### config.mk
export PLATFORM = sky130hd
export DESIGN_NAME = rxfifo_ctrl
export DESIGN_NICKNAME = d
export VERILOG_FILES = /design/src/rtl/rxfifo_ctrl_pkg.sv /design/src/rtl/rxfifo_timeout.sv /design/src/rtl/rxfifo_ctrl.sv
export SDC_FILE = /design/constraint.sdc
export NUM_CORES = 1
export LEC_CHECK = 0
export ABC_AREA = 1
export CAP_MARGIN = 10
export CORE_MARGIN = 1.5
export CORE_UTILIZATION = 48
export CTS_CLUSTER_SIZE = 16
export DETAILED_ROUTE_END_ITERATION = 8
export PLACE_DENSITY = 0.85
export SETUP_SLACK_MARGIN = 0.3
export SYNTH_ARGS = -nofsm -noshare
export SYNTH_HDL_FRONTEND = slang
export SYNTH_SLANG_ARGS = --single-unit
### constraint.sdc
create_clock -name Clock -period 5.4 [get_ports Clock]
set_input_delay 1.35 -clock Clock [delete_from_list [all_inputs] [get_ports Clock]]
set_output_delay 1.35 -clock Clock [all_outputs]
set_load 0.02 [all_outputs]
### src/rtl/rxfifo_ctrl_pkg.sv
// Shared definitions for the receive FIFO controller: pop FSM states,
// receive trigger thresholds and the character-timeout limit.
package rxfifo_ctrl_pkg;

    typedef enum logic [1:0] {
        IDLE = 2'd0,
        POP  = 2'd1,
        LOAD = 2'd2
    } popState_e;

    // Character times of silence before the timeout interrupt fires
    localparam int unsigned TIMEOUT_LIMIT = 4;

    function automatic int unsigned trigThreshold(input logic [1:0] lvl);
        case (lvl)
            2'b00:   return 1;
            2'b01:   return 4;
            2'b10:   return 8;
            default: return 14;
        endcase
    endfunction

endpackage

### src/rtl/rxfifo_timeout.sv
// Character-timeout counter for the receive path; instantiated by rxfifo_ctrl
// only when RXFIFO_CTRL_TIMEOUT_EN is defined.
module rxfifo_timeout
    import rxfifo_ctrl_pkg::*;
(
    input  logic Clock,
    input  logic Reset,
    input  logic tick_i,
    input  logic active_i,
    input  logic clear_i,
    input  logic intClear_i,
    output logic int_o
);

    localparam logic [1:0] CNT_LAST = 2'(TIMEOUT_LIMIT - 1);

    logic [1:0] cnt_q;
    logic       int_q;

    // The counter parks at its last value once the interrupt is raised
    always_ff @(posedge Clock or posedge Reset) begin
        if (Reset) begin
            cnt_q <= '0;
            int_q <= 1'b0;
        end else begin
            if (intClear_i) begin
                int_q <= 1'b0;
            end
            if (clear_i || !active_i) begin
                cnt_q <= '0;
            end else if (tick_i) begin
                if (cnt_q == CNT_LAST) begin
                    int_q <= 1'b1;
                end else begin
                    cnt_q <= cnt_q + 2'd1;
                end
            end
        end
    end

    assign int_o = int_q;

endmodule

### src/rtl/rxfifo_ctrl.sv
// UART receive-side controller: feeds the external FIFO, pops it into the holding
// register and tracks occupancy, errors and overrun. Optional timeout: RXFIFO_CTRL_TIMEOUT_EN.
module rxfifo_ctrl
    import rxfifo_ctrl_pkg::*;
#(
    parameter int DEPTH = 16,
    parameter int CNT_W = 5
) (
    input  logic        Clock,
    input  logic        Reset,
    input  logic        rx_valid,
    input  logic [7:0]  rx_data,
    input  logic [2:0]  rx_err,
    input  logic        fifo_en,
    input  logic [1:0]  trig_lvl,
    input  logic        char_tick,
    input  logic        rd_rbr,
    input  logic        rd_lsr,
    input  logic        flush,
    output logic [10:0] fifo_wdata,
    output logic        fifo_wren,
    output logic        fifo_rden,
    output logic        fifo_rst,
    input  logic [7:0]  fifo_q,
    input  logic [2:0]  fifo_qerr,
    input  logic        fifo_empty,
    input  logic        fifo_full,
    output logic [7:0]  rbr,
    output logic [2:0]  rbr_err,
    output logic        data_ready,
    output logic        overrun,
    output logic        err_pending,
    output logic        int_rx,
    output logic        int_to
);

    localparam logic [CNT_W-1:0] OCC_MAX = CNT_W'(DEPTH + 1);

    popState_e        state_q;
    logic [7:0]       rbr_q;
    logic [2:0]       rbrErr_q;
    logic             dataReady_q;
    logic             overrun_q;
    logic [CNT_W-1:0] occ_q, occ_d;
    logic [CNT_W-1:0] errCnt_q, errCnt_d;

    logic wrFifo, directLoad, rdAccept, overrunEvt, errAdd, errLeave;

    // A character arriving together with flush is discarded with the rest
    assign wrFifo     = fifo_en && rx_valid && !fifo_full && !flush;
    assign directLoad = !fifo_en && rx_valid && !flush;
    assign rdAccept   = rd_rbr && dataReady_q;
    assign overrunEvt = rx_valid && (fifo_en ? fifo_full : (dataReady_q && !rd_rbr));
    assign errAdd     = (wrFifo || directLoad) && (rx_err != 3'b000);
    assign errLeave   = dataReady_q && (rbrErr_q != 3'b000) && (rd_rbr || directLoad);

    always_ff @(posedge Clock or posedge Reset) begin
        if (Reset) begin
            state_q     <= IDLE;
            rbr_q       <= '0;
            rbrErr_q    <= '0;
            dataReady_q <= 1'b0;
        end else if (flush) begin
            state_q     <= IDLE;
            dataReady_q <= 1'b0;
        end else begin
            if (rdAccept) begin
                dataReady_q <= 1'b0;
            end
            if (directLoad) begin
                rbr_q       <= rx_data;
                rbrErr_q    <= rx_err;
                dataReady_q <= 1'b1;
            end
            case (state_q)
                IDLE: begin
                    if (fifo_en && !dataReady_q && !fifo_empty) begin
                        state_q <= POP;
                    end
                end
                POP: begin
                    state_q <= LOAD;
                end
                LOAD: begin
                    rbr_q       <= fifo_q;
                    rbrErr_q    <= fifo_qerr;
                    dataReady_q <= 1'b1;
                    state_q     <= IDLE;
                end
                default: begin
                    state_q <= IDLE;
                end
            endcase
        end
    end

    // Occupancy includes the holding register; moving FIFO->rbr leaves it unchanged
    always_comb begin
        occ_d = occ_q;
        if (!fifo_en) begin
            occ_d = (directLoad || (dataReady_q && !rd_rbr)) ? CNT_W'(1) : '0;
        end else if (wrFifo && !rdAccept && occ_q != OCC_MAX) begin
            occ_d = occ_q + CNT_W'(1);
        end else if (!wrFifo && rdAccept && occ_q != '0) begin
            occ_d = occ_q - CNT_W'(1);
        end
    end

    always_comb begin
        errCnt_d = errCnt_q;
        if (errAdd && !errLeave && errCnt_q != OCC_MAX) begin
            errCnt_d = errCnt_q + CNT_W'(1);
        end else if (!errAdd && errLeave && errCnt_q != '0) begin
            errCnt_d = errCnt_q - CNT_W'(1);
        end
    end

    always_ff @(posedge Clock or posedge Reset) begin
        if (Reset) begin
            occ_q     <= '0;
            errCnt_q  <= '0;
            overrun_q <= 1'b0;
        end else begin
            if (overrunEvt) begin
                overrun_q <= 1'b1;
            end else if (rd_lsr) begin
                overrun_q <= 1'b0;
            end
            if (flush) begin
                occ_q    <= '0;
                errCnt_q <= '0;
            end else begin
                occ_q    <= occ_d;
                errCnt_q <= errCnt_d;
            end
        end
    end

`ifdef RXFIFO_CTRL_TIMEOUT_EN
    rxfifo_timeout u_timeout (
        .Clock      (Clock),
        .Reset      (Reset),
        .tick_i     (char_tick),
        .active_i   (fifo_en && (occ_q != '0)),
        .clear_i    (rx_valid || rd_rbr || flush),
        .intClear_i (rd_rbr || flush),
        .int_o      (int_to)
    );
`else
    logic unusedTick;
    assign unusedTick = char_tick;
    assign int_to     = 1'b0;
`endif

    assign fifo_wdata  = {rx_data, rx_err};
    assign fifo_wren   = wrFifo;
    assign fifo_rden   = (state_q == POP) && !flush;
    assign fifo_rst    = flush;
    assign rbr         = rbr_q;
    assign rbr_err     = rbrErr_q;
    assign data_ready  = dataReady_q;
    assign overrun     = overrun_q;
    assign err_pending = (errCnt_q != '0);
    assign int_rx      = fifo_en ? (occ_q >= CNT_W'(trigThreshold(trig_lvl))) : dataReady_q;

endmodule

==> results.md <==
- The tree is rooted in a clkbuf_4.
- The number of buffer cells added on primary ports is 61.
- The share of cells above drive strength 1 is between 5 and 6%.
- The layout overhead on the synthesized area is 33.4%.
- Measured along the y axis, the die boundary spans roughly 63 µm.
- Synthesis produced a netlist with a net count of 280.
- Post-CTS timing repair inserted 0 buffers for setup.
- For the final database, setup skew stands at around 0.0044 ns.
- The sequential group share of total power is around 43%.
- The power per cell area is roughly 230 nW/µm².
- Row generation in the floorplan step produced 21 rows.
- The number of global-route vias before repair is ~1500.
- After synthesis, the netlist uses 32 different library cells.
- The first global-routing pass estimated 6870 µm of wire.
- The path class of the tightest hold or removal check is flop to flop.
- The post-cts resize count is 0.
- The remaining antenna violation count after routing is 0.
- Across every metal layer, demand over resource in global routing totals between 20% and 30%.
- The longest clock path from root to sink contains 2 buffers.
- A synthesized cell averages 7.53 µm².
- Per report_power, the clock group accounts for around 15% of the total.
- The DRC violation total after the first TritonRoute iteration is between 100 and 150.
- In the post-synthesis netlist, the cell with the most instances is nand2_1.
- The share of async-settable or async-resettable flops after synthesis is between 90% and 100%.
- The count of pins over their slew limit is 0.
- The headroom to the max-slew limit is about two fifths.
- The vias per cell is approximately 5.1.
- The total number of yosys warnings is 0.
- Before antenna repair, the detailed router went through 4 iterations.
- The main flop type after synthesis is dfrtp_1.
- The post-synthesis cell area is between 1500 and 2000 µm².
- The floorplan step set the die width to around 63 µm.
- Detailed placement ended at an HPWL of roughly 3100 µm.
- The number of hold-repair buffers added at the cts stage is 0.
- The largest net degree at the start of global routing is 26.
- The count of nets after finishing is between 300 and 400.
- The critical setup path kind is primary input to output pin.
- For this design the static power due to leakage is around 0.0011 µW.
- Counting the buffers created by CTS gives 3.
- The part of the cycle the worst path needs is around 86%.
- CTS saw 25 sinks.
- Of the total power, the share spent switching nets is between 30% and 40%.
- The detailed router placed around 1700 vias in this run.
- Dividing the detail-routed wire length by the instance count gives between 10 and 15 µm.
- The endpoint class of the critical path is an output pin.
- After technology mapping, the gate count stands at ~230.
- The clock slew at the register clock pins of the worst setup and hold paths is 0.13 ns.
- The worst path in the final design needs a cycle of between 4 and 5 ns, including I/O delays and setup.
- STA puts the critical path data required time at 4.05 ns.
- The net switching power is 188 µW.
- The flop and latch count out of synthesis is 25.
- Setup repair after global routing left no endpoint under its margin.
- The post-placement cell area is 2320 µm².
- The TritonCTS clock tree is built.
- The commonest cells after synthesis are nand2_1 (64), dfrtp_1 (25), inv_1 (25).
- The final setup TNS is 0 ns.
- The largest fanout on the critical path is 3.
- At the pin with the least slew margin, the transition time is 0.924 ns.
- The area of the die is 4030 µm².
- 64 I/O pins were placed.
- The cell-internal power is approximately 350 µW.
- The run finished with clean final reports.
- In the post-synthesis netlist, the biggest area contributors are dfrtp_1 (36%), nand2_1 (14%), ha_1 (7.8%), buf_4 (5.6%), inv_1 (5.3%).
- Summed over all layers, the global routing overflow is 0.
- STA puts the critical path data arrival time at 3.31 ns.
- For this run, design rule violations remaining after detail routing come to 0.
- Summed over all layers, the routed wires come to around 4000 µm.
- The proportion of netlist area held by the largest area contributor is a little over a third.
- At the end of routability-driven placement, the weighted congestion stood at just over 0.8.
- Once the floorplan was initialized, standard cells occupied between 50% and 60% of the core.
- For this run, the register share of the synthesized area comes to ~36%.
- Yosys mapped a number of flops with a built-in enable equal to 0.
- Once layout is done, the placed cells without fillers occupy 2340 µm².
- For this run, the top clock speed supported by timing is 0.215 GHz.
- The worst-case IR drop observed on VDD is between 0.1 and 0.15 mV.
- The total count of hold-check failures in the final report is 0.
- The worst setup path is launched from a primary input.
- The core region area is 3420 µm².
- The antenna diode instance count is 0.
- The later pin in the worst-skew pair is clocked with a latency of a little over 0.3 ns.
- The number of antenna violations at the first check in global routing is 0.
- The synthesized design spends more area on one cell type than any other, namely dfrtp_1.
- The final setup violation count is 0.
- Of the total power, combinational logic draws between 40 and 50%.
- The number of violations of the max-capacitance limit is 0.
- In this run the number of H-tree levels came out at 1.
==> through the flow <==
step	cells	util, %	hold WS [ns]	setup WS (ns)	power (µW)
floorplan	233	-	0.423	1.77	363
global placement	324	67.8	0.437	0.809	451
detailed placement	324	67.8	0.446	0.720	456
CTS	328	68.6	0.468	0.727	538
global route	328	68.6	0.503	0.653	571
finish	328	68.6	0.471	0.740	535
==> registers in the layout, summed over array words and instances (netlist names) <==
signal / flops
data_ready: 1
occ_q: 5
rbr: 8
state_q: 2
rbr_err: 3
overrun: 1
errCnt_q: 5
==> worst paths after layout <==
path	start	slack, ns	cells after the start	end
worst max-delay path	trig_lvl[1]	0.74	8	int_rx
worst min-delay path	state_q[0]	0.47	1	state_q[0]
worst max register to register	state_q[1]	3.04	7	rbr[1]
worst min register to register	state_q[0]	0.47	1	state_q[0]
max in group asynchronous	Reset	3.32	2	rbr[1]
min in group asynchronous	Reset	1.52	2	errCnt_q[2]
==> kinds of logic (layout without fill, tap and decap cells) <==
family | Yosys count | count (layout) | synth area share [%]
other | 1 | 1 | 0.214
and+or+nand+nor | 113 | 113 | 27.7
xor gates and xnor gates | 4 | 4 | 2.00
AOI/OAI and AO/OA | 32 | 32 | 11.8
adders and majority gates | 13 | 13 | 10.1
DFF | 25 | 25 | 35.6
buffers and inverters | 45 | 94 | 12.5
==> layer usage <==
metal | vias to the layer above | part of all wire [%] | track usage (%)
met2 | 55 | 49 | 35.9
met1 | 752 | 45 | 28.0
met5 | - | 0 | 0
met4 | 0 | 0.35 | 4.08
li1 | 853 | - | -
met3 | 2 | 5.1 | 3.93
==> power groups by stage <==
stage / Clock (µW) / Sequential, µW / Combinational, µW
5_1_grt: 94.1 / 235 / 243
2_1_floorplan: 0 / 253 / 110
3_3_place_gp: 0 / 233 / 218
3_5_place_dp: 0 / 234 / 222
4_1_cts: 84.2 / 230 / 223
6_report: 82.4 / 230 / 222
==> cell usage in the layout, fill, tap and decap left out, types with 5 or more instances in the layout <==
cell / netlist / final
a21oi_1: 5 / 5
a31oi_1: 11 / 11
clkdlybuf4s50_1: 0 / 61
dfrtp_1: 25 / 25
ha_1: 11 / 11
inv_1: 25 / 25
nand2_1: 64 / 64
nand3_1: 7 / 7
nand4_1: 9 / 9
nor2_1: 23 / 23
o21ai_1: 5 / 5
==> area by class of cell <==
| class | instances | area [µm²] |
|---|---|---|
| inverters | 28 | 105 |
| clock buffers | 4 | 26.3 |
| repair buffers | 62 | 618 |
| fillers | 316 | 1070 |
| multi-input cells | 163 | 910 |
| flip-flops and latches | 25 | 626 |
| well taps | 46 | 57.6 |
==> worst max-delay path, cell delays in order <==
cell,delay [ns]
clkdlybuf4s50_1,0.52
nand2_1,0.07
ha_1,0.27
o21ai_0,0.08
a21boi_0,0.15
o21ai_0,0.10
a22oi_1,0.14
clkdlybuf4s50_1,0.63
Power figures use the tool's default switching activity.
